--- config.mk ---
export PLATFORM = sky130hd
export DESIGN_NAME = seg_scan_ctrl_flat
export DESIGN_NICKNAME = d
export VERILOG_FILES = /design/src/rtl/seg_scan_if.sv /design/src/rtl/seg_scan_ctrl.sv /design/src/flat_wrapper.sv
export SDC_FILE = /design/constraint.sdc
export NUM_CORES = 1
export LEC_CHECK = 0
export CAP_MARGIN = 20
export CELL_PAD_IN_SITES_DETAIL_PLACEMENT = 1
export CELL_PAD_IN_SITES_GLOBAL_PLACEMENT = 1
export CORE_UTILIZATION = 42
export CTS_CLUSTER_DIAMETER = 150
export CTS_CLUSTER_SIZE = 40
export DETAILED_ROUTE_END_ITERATION = 16
export GPL_ROUTABILITY_DRIVEN = 0
export PLACE_DENSITY_LB_ADDON = 0.1
export SLEW_MARGIN = 10
export SYNTH_ARGS = -nofsm -noshare
export SYNTH_HDL_FRONTEND = slang
export SYNTH_SLANG_ARGS = --single-unit
export TNS_END_PERCENT = 100
--- constraint.sdc ---
create_clock -name clk -period 4.35 [get_ports clk]
set_input_delay 0.435 -clock clk [delete_from_list [all_inputs] [get_ports clk]]
set_output_delay 0.435 -clock clk [all_outputs]
set_load 0.005 [all_outputs]
--- src/rtl/seg_scan_if.sv ---
// Display-side bundle for seg_scan_ctrl: frame-synchronous load handshake plus segment/digit pins.
// The master (status logic) drives data and load_req; the slave (scan controller) drives the rest.
interface seg_scan_if #(
  parameter int NUM_DIGITS = 4
) ();
  logic [4*NUM_DIGITS-1:0] value;
  logic [NUM_DIGITS-1:0]   blank;
  logic [NUM_DIGITS-1:0]   dp;
  logic                    load_req;
  logic                    load_ack;
  logic [7:0]              seg;
  logic [NUM_DIGITS-1:0]   dig_sel;
  logic                    frame_tick;

  modport master (
    output value, blank, dp, load_req,
    input  load_ack, seg, dig_sel, frame_tick
  );

  modport slave (
    input  value, blank, dp, load_req,
    output load_ack, seg, dig_sel, frame_tick
  );
endinterface

--- src/rtl/seg_scan_ctrl.sv ---
// Time-multiplexed common-anode 7-segment scanner with dead time and frame-boundary loading.
// Optional leading-zero suppression is enabled by defining SEG_LZS_EN.
module seg_scan_ctrl #(
  parameter int NUM_DIGITS = 4,
  parameter int CLK_DIV    = 50000,
  parameter int DEAD_CYC   = 500
) (
  input  logic        clk,
  input  logic        reset,
  seg_scan_if.slave   bus
);
  localparam int MAXC = (CLK_DIV > DEAD_CYC) ? CLK_DIV : DEAD_CYC;
  localparam int CW   = $clog2(MAXC);
  localparam int IW   = $clog2(NUM_DIGITS);

  typedef enum logic {BLANK, DRIVE} state_t;

  state_t                  state, state_d;
  logic [CW-1:0]           cnt, cnt_d;
  logic [IW-1:0]           idx, idx_d;
  logic [4*NUM_DIGITS-1:0] sh_value, sh_value_d;
  logic [NUM_DIGITS-1:0]   sh_blank, sh_blank_d;
  logic [NUM_DIGITS-1:0]   sh_dp, sh_dp_d;
  logic                    boundary;

  logic [7:0]              seg_d;
  logic [NUM_DIGITS-1:0]   dig_sel_d;
  logic [NUM_DIGITS-1:0]   sup;
  logic [3:0]              nib;

  function automatic logic [6:0] encode(input logic [3:0] n);
    case (n)
      4'h0: encode = 7'h40;  4'h1: encode = 7'h79;
      4'h2: encode = 7'h24;  4'h3: encode = 7'h30;
      4'h4: encode = 7'h19;  4'h5: encode = 7'h12;
      4'h6: encode = 7'h02;  4'h7: encode = 7'h78;
      4'h8: encode = 7'h00;  4'h9: encode = 7'h10;
      4'hA: encode = 7'h08;  4'hB: encode = 7'h03;
      4'hC: encode = 7'h46;  4'hD: encode = 7'h21;
      4'hE: encode = 7'h06;  default: encode = 7'h0E;
    endcase
  endfunction

  // State register. Outputs are registered from the next-state values so
  // seg/dig_sel line up with state/idx without an extra cycle of lag.
  // NOTE: sequential state uses non-blocking assignments only; every register,
  // including the shadow copy, is reset so no stale capture survives a reset.
  always_ff @(posedge clk) begin
    if (reset) begin
      state          <= BLANK;
      cnt            <= '0;
      idx            <= IW'(NUM_DIGITS - 1);
      sh_value       <= '0;
      sh_blank       <= '1;
      sh_dp          <= '0;
      bus.seg        <= 8'hFF;
      bus.dig_sel    <= '1;
      bus.load_ack   <= 1'b0;
      bus.frame_tick <= 1'b0;
    end else begin
      state          <= state_d;
      cnt            <= cnt_d;
      idx            <= idx_d;
      sh_value       <= sh_value_d;
      sh_blank       <= sh_blank_d;
      sh_dp          <= sh_dp_d;
      bus.seg        <= seg_d;
      bus.dig_sel    <= dig_sel_d;
      bus.load_ack   <= boundary && bus.load_req;
      bus.frame_tick <= boundary;
    end
  end

  // Next-state logic: phase timer, digit index and frame-boundary capture.
  // NOTE: every always_comb output gets a default first so no latch is inferred.
  always_comb begin
    state_d    = state;
    cnt_d      = cnt + 1'b1;
    idx_d      = idx;
    boundary   = 1'b0;
    sh_value_d = sh_value;
    sh_blank_d = sh_blank;
    sh_dp_d    = sh_dp;
    case (state)
      DRIVE: begin
        if (cnt == CW'(CLK_DIV - 1)) begin
          state_d = BLANK;
          cnt_d   = '0;
        end
      end
      default: begin
        if (cnt == CW'(DEAD_CYC - 1)) begin
          state_d  = DRIVE;
          cnt_d    = '0;
          boundary = (idx == IW'(NUM_DIGITS - 1));
          idx_d    = boundary ? '0 : idx + 1'b1;
        end
      end
    endcase
    if (boundary && bus.load_req) begin
      sh_value_d = bus.value;
      sh_blank_d = bus.blank;
      sh_dp_d    = bus.dp;
    end
  end

  // Leading-zero mask, derived from the shadow contents that will be displayed.
  always_comb begin
    sup = '0;
`ifdef SEG_LZS_EN
    begin
      logic lead;
      lead = 1'b1;
      for (int i = NUM_DIGITS - 1; i > 0; i--) begin
        lead   = lead && (sh_value_d[4*i +: 4] == 4'h0);
        sup[i] = lead;
      end
    end
`endif
  end

  // Output decode for the upcoming cycle.
  always_comb begin
    seg_d     = 8'hFF;
    dig_sel_d = '1;
    nib       = sh_value_d[{idx_d, 2'b00} +: 4];
    if (state_d == DRIVE) begin
      dig_sel_d[idx_d] = 1'b0;
      if (!sh_blank_d[idx_d] && !sup[idx_d])
        seg_d = {~sh_dp_d[idx_d], encode(nib)};
    end
  end
endmodule

--- src/flat_wrapper.sv ---
// flat-port wrapper written by rule: the top's interface ports become plain ports
module seg_scan_ctrl_flat 
#(
  parameter int NUM_DIGITS = 4,
  parameter int CLK_DIV    = 50000,
  parameter int DEAD_CYC   = 500
)
  (clk, reset, bus_value, bus_blank, bus_dp, bus_load_req, bus_load_ack, bus_seg, bus_dig_sel, bus_frame_tick);
  seg_scan_if #(.NUM_DIGITS(NUM_DIGITS)) bus_i ();
  input  logic clk;
  input  logic reset;
  input wire logic [$bits(bus_i.value)-1:0] bus_value;
  input wire logic [$bits(bus_i.blank)-1:0] bus_blank;
  input wire logic [$bits(bus_i.dp)-1:0] bus_dp;
  input wire logic [$bits(bus_i.load_req)-1:0] bus_load_req;
  output wire logic [$bits(bus_i.load_ack)-1:0] bus_load_ack;
  output wire logic [$bits(bus_i.seg)-1:0] bus_seg;
  output wire logic [$bits(bus_i.dig_sel)-1:0] bus_dig_sel;
  output wire logic [$bits(bus_i.frame_tick)-1:0] bus_frame_tick;
  assign bus_i.value = bus_value;
  assign bus_i.blank = bus_blank;
  assign bus_i.dp = bus_dp;
  assign bus_i.load_req = bus_load_req;
  assign bus_load_ack = bus_i.load_ack;
  assign bus_seg = bus_i.seg;
  assign bus_dig_sel = bus_i.dig_sel;
  assign bus_frame_tick = bus_i.frame_tick;
  seg_scan_ctrl #(.NUM_DIGITS(NUM_DIGITS), .CLK_DIV(CLK_DIV), .DEAD_CYC(DEAD_CYC)) u_core (.clk(clk), .reset(reset), .bus(bus_i));
endmodule
==> out/qor.csv, run 1 <==
metric;value;unit
crit_fanout;6;
grt_pass1_wl;12.31;mm
grt_usage;22.04;%
htreeDepth;3;
post-dp-hpwl;5.544;mm
startpoint_type;flip-flop;
start_util;43.30;%
globalRoute.totalOverflow;0;
finalNetCount;398;
die_height;85.69;µm
number_of_synthesized_flops_with_an_enable_pin;0;
drc;0;
syn_inst;322;
total_power_divided_by_cell_area;294.5;mW/mm²
synth_warnings;0;
r2r_slack;0.54;ns
synth_seq_area_share;38.79;%
ys_async_sr_fraction;0;%
endpoint_kind;flip-flop;
via_density_per_instance;5.487;
final.setup_skew;0.003834;ns
layout-drive-gt1-share;12.50;%
synthDominantAreaCellType;sky130_fd_sc_hd__dfxtp_1;
postLayoutSetupSlackWorst;0.5382;ns
setup_ws_pre_cts;0.6077;ns
synth_largest_type_area_fraction;38.79;%
placedCellCount;448;
n_fill_cell;781;
finalSetupViolations;0;
finish.cell_count_without_fillers;464;
holdBufCountCts;0;
worst_ep_required_time;4.57;ns
antenna_found_initial;0;
die_width;85.69;µm
fmax;262.3;MHz
static-leakage-power;0.001309;µW
postSynthRegisterBits;57;
total_power;1066;µW
vias;2546;
post_synth_mux_area_share;7.274;%
period_share;87.63;%
synth_xor_area_share;4.168;%
run_status;complete, no violations;
critical_path_arrival;4.03;ns
post_cts_resize_count;0;
critical_path.most_common_cell;sky130_fd_sc_hd__ha_1;
max_slew_headroom;44.84;%
worst_setup_hold_path_clk_slew;0.07;ns
post_synth_num_cell_types;56;
cts_made_buffers;9;
antenna_cells_inserted;0;
cp_top_family;compound AO/OA/AOI/OAI gates;
worst-slew-pin-transition;0.8244;ns
clock_sink_count;57;
cts_root_buffer;sky130_fd_sc_hd__clkbuf_8;
synth_top_cells_by_count;57 x sky130_fd_sc_hd__dfxtp_1, 32 x sky130_fd_sc_hd__nor2_1, 31 x sky130_fd_sc_hd__nand2_1;
grt_setup_unrepaired;no;
synth_simple_gate_area_share;27.56;%
yosysMostFrequentCell;sky130_fd_sc_hd__dfxtp_1;
numPortBuffers;40;
share_of_synthesized_cell_area_in_full_adder_half_adder_and_majority_cells;3.403;%
tns_setup;0;ns
detail_route.wirelength;7.678;mm
irDropWorstVdd;0.0002095;V
yosys-top-cells-area;sky130_fd_sc_hd__dfxtp_1 39%, sky130_fd_sc_hd__mux2i_1 5.1%, sky130_fd_sc_hd__a21oi_1 4.1%, sky130_fd_sc_hd__nor2_1 4.1%, sky130_fd_sc_hd__nand2_1 4.0%;
timing_hold_violations_final;0;
num_rows;30;
syn-cell-area;0.002942;mm²
cts_tree;built;
worst_skew_pair.late_latency;0.33;ns
ys.flop_type;sky130_fd_sc_hd__dfxtp_1;
drtPass1Iterations;4;
synth_top_family_by_area;simple AND/OR/NAND/NOR gates;
postCtsSetupBuffers;0;
timing.max_cap.violations;0;
syn_to_final_growth;23.10;%
core-area;0.006794;mm²
mappedNetlistNets;357;
worst-path-buf-inv;1;
worst_path_cell_with_the_longest_stage_delay;sky130_fd_sc_hd__a2111oi_2;
synth_compound_gate_area_share;16.42;%
grt_max_degree;30;
floorplan.die_area;0.007343;mm²
first_global_vias;2426;
layout_min_cycle_time;3.812;ns
worstSetupPathType;reg2reg;
wl_per_cell;16.55;µm
cp_slowest_stage_delay;0.60;ns
ant_nets;0;
type_of_the_tightest_min_delay_check;reg2reg;
final_max_slew_viol_count;0;
crit_chain;ha_1, nor4b_4, and4_1, mux2i_1, a21oi_1, a2111oi_2, inv_1, ha_1, a31oi_1, o21ai_0, a21bo_1;
clk_buf_depth;2;
first_iter_violations;67;
io-pin-count;41;
synth.avg_cell_area;9.135;µm²
==> layout make-up <==
cell class | count | area, µm² | share of cell area, %
timing repair buffer | 43 | 422.9 | 11.68
multi-input combinational | 249 | 1730 | 47.79
sequential | 57 | 1141 | 31.51
tap | 96 | 120.1 | 3.317
clock buffer | 10 | 137.6 | 3.801
inverter | 3 | 11.26 | 0.3110
clock inverter | 6 | 57.56 | 1.589
==> layer usage <==
metal | global-route usage [%] | wire (µm) | up-vias
met5 | 0 | 0 | -
met4 | 8.182 | 110 | 0
li1 | - | - | 1254
met3 | 3.946 | 257 | 8
met2 | 33.89 | 3373 | 56
met1 | 30.87 | 3938 | 1228
==> where the power goes <==
| group | internal [µW] | switching, µW | leakage, µW | total, µW |
|---|---|---|---|---|
| Clock | 276 | 217 | 0.000102 | 493 |
| Combinational | 27.1 | 20.1 | 0.000747 | 47.2 |
| Sequential | 524 | 2.39 | 0.000460 | 527 |
| Total | 827 | 240 | 0.00131 | 1070 |
==> sequential cells by signal (all words and copies together), names as in the netlist <==
register,cells
u_core.state,1
u_core.bus.load_ack,1
u_core.cnt,16
u_core.bus.seg,8
u_core.bus.dig_sel,4
u_core.idx,2
u_core.bus.frame_tick,1
u_core.sh_dp,4
u_core.sh_value,16
u_core.sh_blank,4
==> kinds of logic after synthesis <==
logic type,after synthesis
AOI/OAI and AO/OA,67
adders and majority gates,8
buffers and inverters,16
muxes,20
xor gates and xnor gates,14
DFF,57
and+or+nand+nor,140
==> final timing paths <==
| path | start | cells after the start | endpoint |
|---|---|---|---|
| setup / recovery | u_core.cnt[0] | 11 | u_core.bus.seg[3] |
| hold / removal | u_core.cnt[0] | 1 | u_core.cnt[0] |
| hold reg to reg | u_core.cnt[0] | 1 | u_core.cnt[0] |
| setup reg to reg | u_core.cnt[0] | 11 | u_core.bus.seg[3] |
==> worst register-to-register path, cell delays in order, from the launching register on <==
cell	delay, ns
sky130_fd_sc_hd__dfxtp_1	0.35
sky130_fd_sc_hd__ha_1	0.23
sky130_fd_sc_hd__nor4b_4	0.34
sky130_fd_sc_hd__and4_1	0.44
sky130_fd_sc_hd__mux2i_1	0.55
sky130_fd_sc_hd__a21oi_1	0.13
sky130_fd_sc_hd__a2111oi_2	0.60
sky130_fd_sc_hd__inv_1	0.24
sky130_fd_sc_hd__ha_1	0.30
sky130_fd_sc_hd__a31oi_1	0.21
sky130_fd_sc_hd__o21ai_0	0.11
sky130_fd_sc_hd__a21bo_1	0.18
==> cell usage in the layout, fill, tap and decap left out, types with 3 or more instances in the layout <==
master | Yosys | routed
sky130_fd_sc_hd__nor3_1 | 3 | 3
sky130_fd_sc_hd__and4_1 | 3 | 3
sky130_fd_sc_hd__buf_4 | 0 | 3
sky130_fd_sc_hd__nand2_1 | 31 | 31
sky130_fd_sc_hd__nand2b_1 | 8 | 8
sky130_fd_sc_hd__mux2i_1 | 15 | 15
sky130_fd_sc_hd__and3_1 | 4 | 4
sky130_fd_sc_hd__nor3b_1 | 3 | 3
sky130_fd_sc_hd__xnor2_1 | 6 | 6
sky130_fd_sc_hd__inv_1 | 3 | 3
sky130_fd_sc_hd__clkdlybuf4s50_1 | 0 | 40
sky130_fd_sc_hd__or2_2 | 3 | 3
sky130_fd_sc_hd__a31oi_1 | 3 | 3
sky130_fd_sc_hd__ha_1 | 8 | 8
sky130_fd_sc_hd__nor4_1 | 4 | 4
sky130_fd_sc_hd__nor2b_1 | 4 | 4
sky130_fd_sc_hd__a22oi_2 | 4 | 4
sky130_fd_sc_hd__a22oi_1 | 3 | 3
sky130_fd_sc_hd__a21oi_1 | 24 | 24
sky130_fd_sc_hd__nand4_1 | 12 | 12
sky130_fd_sc_hd__mux2_2 | 3 | 3
sky130_fd_sc_hd__nand3_1 | 14 | 14
sky130_fd_sc_hd__dfxtp_1 | 57 | 57
sky130_fd_sc_hd__xor2_1 | 8 | 8
sky130_fd_sc_hd__clkbuf_8 | 0 | 10
sky130_fd_sc_hd__clkinv_2 | 0 | 4
sky130_fd_sc_hd__nor2_1 | 32 | 32
sky130_fd_sc_hd__o21ai_0 | 13 | 13
==> metrics by stage <==
step / instance area, µm² / utilization, % / hold WS, ns
4_1_cts: 3621 / 53.30 / 0.4590
5_1_grt: 3621 / 53.30 / 0.4749
6_report: 3621 / 53.30 / 0.4540
3_5_place_dp: 3426 / 50.42 / 0.4465
2_1_floorplan: 2942 / - / 0.4175
3_3_place_gp: 3426 / 50.42 / 0.4333
Power figures use the tool's default switching activity.
==> run 2: changes to the inputs <==
CORE_UTILIZATION = 37   (was 42)
clock period = 3.4 ns   (was 4.35 ns; I/O delays follow)
==> run 2 against run 1 <==
Register-to-register slack worse by 0.33 ns. Via count is 2.3% higher. Die area is 13% higher. Cell area is 5.6% higher. Non-clock buffer count is 20 higher. Core utilization is 3.8 points lower. Hold slack better by 0.0064 ns. Clock-buffer cell count is 1 lower. First-iteration DRC count is 34% higher. Power is 34% higher. Largest cell class unchanged. Setup slack worse by 0.33 ns.
==> out/qor.csv, run 2 (synthesized netlist as in run 1, its figures left out) <==
metric;value;unit
run_status;complete, no violations;
antenna_cells_inserted;0;
core-area;0.007727;mm²
layout_min_cycle_time;3.191;ns
worst_ep_required_time;3.62;ns
worst-slew-pin-transition;0.5151;ns
timing.max_cap.violations;0;
final.setup_skew;0.009072;ns
final_max_slew_viol_count;0;
irDropWorstVdd;0.0001656;V
fmax;313.4;MHz
max_slew_headroom;65.58;%
holdBufCountCts;0;
layout-drive-gt1-share;17.78;%
num_rows;32;
grt_pass1_wl;13.61;mm
post-dp-hpwl;6.184;mm
worstSetupPathType;reg2reg;
mostFrequentLayoutCell;sky130_fd_sc_hd__dfxtp_1;
worst_skew_pair.late_latency;0.35;ns
die_width;91.17;µm
syn_to_final_growth;29.94;%
cts_root_buffer;sky130_fd_sc_hd__clkbuf_8;
most_frequent_cells_in_the_layout;57 x sky130_fd_sc_hd__dfxtp_1, 40 x sky130_fd_sc_hd__clkdlybuf4s50_1, 32 x sky130_fd_sc_hd__nor2_1;
grt_max_degree;29;
wl_per_cell;16.88;µm
die_height;91.17;µm
hold-path-cell-count;2;
start_util;38.07;%
total_power_divided_by_cell_area;374.5;mW/mm²
critical_path_arrival;3.41;ns
globalRoute.totalOverflow;0;
htreeDepth;3;
finalNetCount;418;
numPortBuffers;40;
io-pin-count;41;
cell_count_of_the_worst_reg_to_reg_path;12;
detail_route.wirelength;8.271;mm
tns_setup;0;ns
timing.hold.ws;0.4604;ns
finalSetupViolations;0;
first_global_vias;2635;
static-leakage-power;0.001419;µW
worst_setup_hold_path_clk_slew;0.07;ns
via_density_per_instance;5.314;
grt_setup_unrepaired;no;
timing_hold_violations_final;0;
placedCellCount;473;
type_of_the_tightest_min_delay_check;reg2reg;
cts_tree;built;
endpoint_kind;flip-flop;
grt_usage;21.57;%
startpoint_type;flip-flop;
ant_nets;0;
clk_buf_depth;2;
cts_made_buffers;9;
clock_sink_count;57;
period_share;93.84;%
floorplan.die_area;0.008311;mm²
crit_fanout;6;
vias;2604;
drc;0;
first_iter_violations;90;
registers_with_the_highest_flip_flop_counts;u_core.cnt: 16 flops, u_core.sh_value: 16 flops, u_core.bus.seg: 8 flops;
antenna_found_initial;0;
finish.cell_count_without_fillers;490;
drtPass1Iterations;4;
## run 2: through the flow
| step | power [µW] | area (µm²) | utilization, % | worst slack [ns] |
|---|---|---|---|---|
| 2_1_floorplan | 710.4 | 2942 | - | 0.1339 |
| 3_3_place_gp | 751.5 | 3576 | 46.28 | 0.1341 |
| 3_5_place_dp | 751.9 | 3576 | 46.28 | -0.01009 |
| 4_1_cts | 1454 | 3797 | 49.14 | 0.09096 |
| 5_1_grt | 1484 | 3822 | 49.47 | 0.004577 |
| 6_report | 1431 | 3822 | 49.47 | 0.2093 |
## run 2: per-layer routing
metal	vias to the layer above	share of wire (%)	global-route usage [%]
met2	48	46	33.65
li1	1295	-	-
met5	-	0	0
met1	1250	50	29.07
met3	11	3.2	4.271
met4	0	1.4	8.730
## run 2: final cells by class
| type | instances | area, µm² |
|---|---|---|
| repair buffers | 63 | 573.1 |
| clock buffers | 9 | 123.9 |
| clock inverters | 7 | 85.08 |
| multi-input cells | 249 | 1760 |
| inverters | 3 | 11.26 |
| well taps | 102 | 127.6 |
| fillers | 920 | 3905 |
| flip-flops and latches | 57 | 1141 |
## run 2: final timing paths
path,start,to,slack [ns]
worst max-delay path,u_core.cnt[0],u_core.bus.seg[0],0.21
worst min-delay path,u_core.sh_value[2],u_core.sh_value[2],0.46
worst max register to register,u_core.cnt[0],u_core.bus.seg[0],0.21
worst min register to register,u_core.sh_value[2],u_core.sh_value[2],0.46
## run 2: worst max-delay path, stage by stage (launching register included)
cell and delay, ns:
sky130_fd_sc_hd__dfxtp_1 0.36, sky130_fd_sc_hd__ha_1 0.23, sky130_fd_sc_hd__nor4b_4 0.30, sky130_fd_sc_hd__buf_4 0.19, sky130_fd_sc_hd__nand4_2 0.14, sky130_fd_sc_hd__or3_1 0.44
sky130_fd_sc_hd__a22oi_1 0.34, sky130_fd_sc_hd__a2111oi_4 0.11, sky130_fd_sc_hd__buf_4 0.18, sky130_fd_sc_hd__ha_1 0.20, sky130_fd_sc_hd__nor4_1 0.31, sky130_fd_sc_hd__mux2_4 0.21
sky130_fd_sc_hd__a22oi_2 0.07
## run 2: what timing repair did
action | in CTS | in global routing
setup buffers | 0 | 1
gates resized for setup | 1 | 5
pin swaps | 0 | 1
endpoints found under the setup margin | 1 | 5
## run 2: report_power, final
group	internal [µW]	leakage, µW	switching (µW)
clock	406	0.000113	288
combinational	36.9	0.000846	27.0
sequential	670	0.000460	3.33
total	1110	0.00142	318
==> run 3: changes to the inputs <==
GPL_TIMING_DRIVEN = 0   (was default)
SETUP_SLACK_MARGIN = 0.5   (was default)
==> run 3 against run 2 <==
Die area is the same. Hold slack gained 0.011 ns. Cell count grew 2.7%. Sequential power is essentially flat. Critical path depth grew 3. Power grew 0.63%. First-iteration DRC count grew 30%. Clock-buffer cell count grew 4. Cell area grew 8.7%. Wire length grew 8.6%. Core utilization grew 4.3 points. Critical path type unchanged. Critical endpoint unchanged. Largest cell class unchanged. Largest power group unchanged. Highest routed layer unchanged.
==> out/qor.csv, run 3 (synthesized netlist as in run 1, its figures left out) <==
metric;value;unit
run_status;complete, no violations;
antenna_found_initial;0;
clk_buf_depth;2;
finalSetupViolations;0;
final.setup_skew;0.01063;ns
registers_with_the_highest_flip_flop_counts;u_core.cnt: 16 flops, u_core.sh_value: 16 flops, u_core.bus.seg: 8 flops;
core-area;0.007727;mm²
floorplan.die_area;0.008311;mm²
grt_max_degree;11;
syn_to_final_growth;41.26;%
vias;2775;
finalNetCount;432;
first_iter_violations;117;
n_fill_cell;873;
start_util;38.07;%
holdBufCountCts;0;
worst_skew_pair.late_latency;0.34;ns
irDropWorstVdd;0.0002467;V
die_width;91.17;µm
post-dp-hpwl;6.011;mm
wl_per_cell;17.86;µm
total_power_divided_by_cell_area;346.7;mW/mm²
layout-drive-gt1-share;25.44;%
io-pin-count;41;
cts_tree;built;
drc;0;
fraction_of_the_core_area_covered_by_cells_at_the_end_of_the_flow;53.77;%
grt_pass1_wl;14.44;mm
crit_fanout;5;
cp_slowest_stage_delay;0.37;ns
worst_path_cell_with_the_longest_stage_delay;sky130_fd_sc_hd__dfxtp_4;
drtPass1Iterations;4;
antenna_cells_inserted;0;
most_frequent_cells_in_the_layout;52 x sky130_fd_sc_hd__dfxtp_1, 40 x sky130_fd_sc_hd__clkdlybuf4s50_1, 31 x sky130_fd_sc_hd__nor2_1, 31 x sky130_fd_sc_hd__nand2_1, 23 x sky130_fd_sc_hd__a21oi_1;
timing.hold.ws;0.4715;ns
first_global_vias;2823;
htreeDepth;3;
ant_nets;0;
worst_ep_required_time;3.67;ns
clock_sink_count;57;
grt_setup_unrepaired;yes;
max_slew_headroom;57.07;%
crit_chain;ha_4, nor4b_4, buf_4, nand4_1, buf_4, nor4b_4, buf_4, a2bb2oi_4, a2111oi_4, buf_6, inv_6, ha_4, a31oi_4, mux2_4, a22oi_2;
timing.max_cap.violations;0;
worst-slew-pin-transition;0.6372;ns
grt_usage;22.51;%
detail_route.wirelength;8.983;mm
num_rows;32;
static-leakage-power;0.001473;µW
die_height;91.17;µm
numPortBuffers;40;
worst_setup_hold_path_clk_slew;0.07;ns
tns_setup;0;ns
type_of_the_tightest_min_delay_check;reg2reg;
grt.met3_usage;5.109;%
grt_util_met2;34.66;%
grt_busiest_layer;met2;
via_density_per_instance;5.517;
cts_root_buffer;sky130_fd_sc_hd__clkbuf_8;
period_share;88.73;%
globalRoute.totalOverflow;0;
layout_min_cycle_time;3.017;ns
worstSetupPathType;reg2reg;
startpoint_type;flip-flop;
fmax;331.5;MHz
cts_made_buffers;9;
timing_hold_violations_final;0;
mostFrequentLayoutCell;sky130_fd_sc_hd__dfxtp_1;
endpoint_kind;flip-flop;
final_max_slew_viol_count;0;
critical_path_arrival;3.29;ns
grt.met1_usage;31.27;%
critical_path.most_common_cell;sky130_fd_sc_hd__buf_4;
[run 3: changes by cell type in the layout (fill, tap and decap cells not counted), sizes merged]
cell	previous run	this run
clkbuf	9	21
bufinv	2	1
clkinv	5	1
buf	23	29
[run 3: metal layers]
| metal | routed length, µm | vias to the layer above | part of all wire, % |
|---|---|---|---|
| li1 | - | 1320 | - |
| met3 | 511 | 10 | 5.7 |
| met2 | 4138 | 76 | 46 |
| met4 | 115 | 0 | 1.3 |
| met5 | 0 | - | 0 |
| met1 | 4217 | 1369 | 47 |
[run 3: worst paths after layout]
path | endpoint | slack (ns) | startpoint | cells after the start
hold / removal | u_core.sh_blank[0] | 0.47 | u_core.sh_blank[0] | 2
setup / recovery | u_core.bus.seg[0] | 0.38 | u_core.cnt[1] | 15
setup reg to reg | u_core.bus.seg[0] | 0.38 | u_core.cnt[1] | 15
hold reg to reg | u_core.sh_blank[0] | 0.47 | u_core.sh_blank[0] | 2
[run 3: what timing repair did]
item                       in CTS  in global routing
setup endpoints to repair       8                  8
gates resized for setup        34                 25
buffers inserted               18                  6
pin swaps                      11                 12
hold endpoints to repair        0                  0
cloned                          0                  0
[run 3: worst max-delay path: cells and delay by family (launching register included)]
family / cells / cell delay, ns
buffers and inverters: 5 / 0.84
AND/OR/NAND/NOR: 3 / 0.73
AO/OA/AOI/OAI: 4 / 0.41
flip-flops: 1 / 0.37
adder cells (fa/ha/maj): 2 / 0.30
multiplexers: 1 / 0.29
[run 3: cell type report]
class | instances | area [µm²] | share of cell area, %
inverter | 3 | 16.27 | 0.3914
sequential | 57 | 1152 | 27.73
clock inverter | 2 | 35.03 | 0.8431
multi-input combinational | 249 | 1979 | 47.64
timing repair buffer | 64 | 591.8 | 14.24
buffer | 13 | 73.82 | 1.777
clock buffer | 13 | 178.9 | 4.306
tap | 102 | 127.6 | 3.071
[run 3: power by group]
part           leakage, µW  internal, µW  switching (µW)  total [µW]
logic             0.000900          41.2            32.1        73.3
registers         0.000462           670            4.26         674
clock network     0.000112           414             279         693
total              0.00147          1120             316        1440
[run 3: metrics by stage]
| stage | setup slack [ns] | instance area [µm²] | instances | total power [µW] |
|---|---|---|---|---|
| 3_3_place_gp | -0.2032 | 3517 | 464 | 752.9 |
| 6_report | 0.3833 | 4155 | 503 | 1441 |
| 2_1_floorplan | 0.5004 | 2989 | 322 | 711.1 |
| 4_1_cts | 0.4069 | 4016 | 497 | 1453 |
| 5_1_grt | 0.2659 | 4155 | 503 | 1495 |
| 3_5_place_dp | -0.2983 | 3517 | 464 | 753.9 |
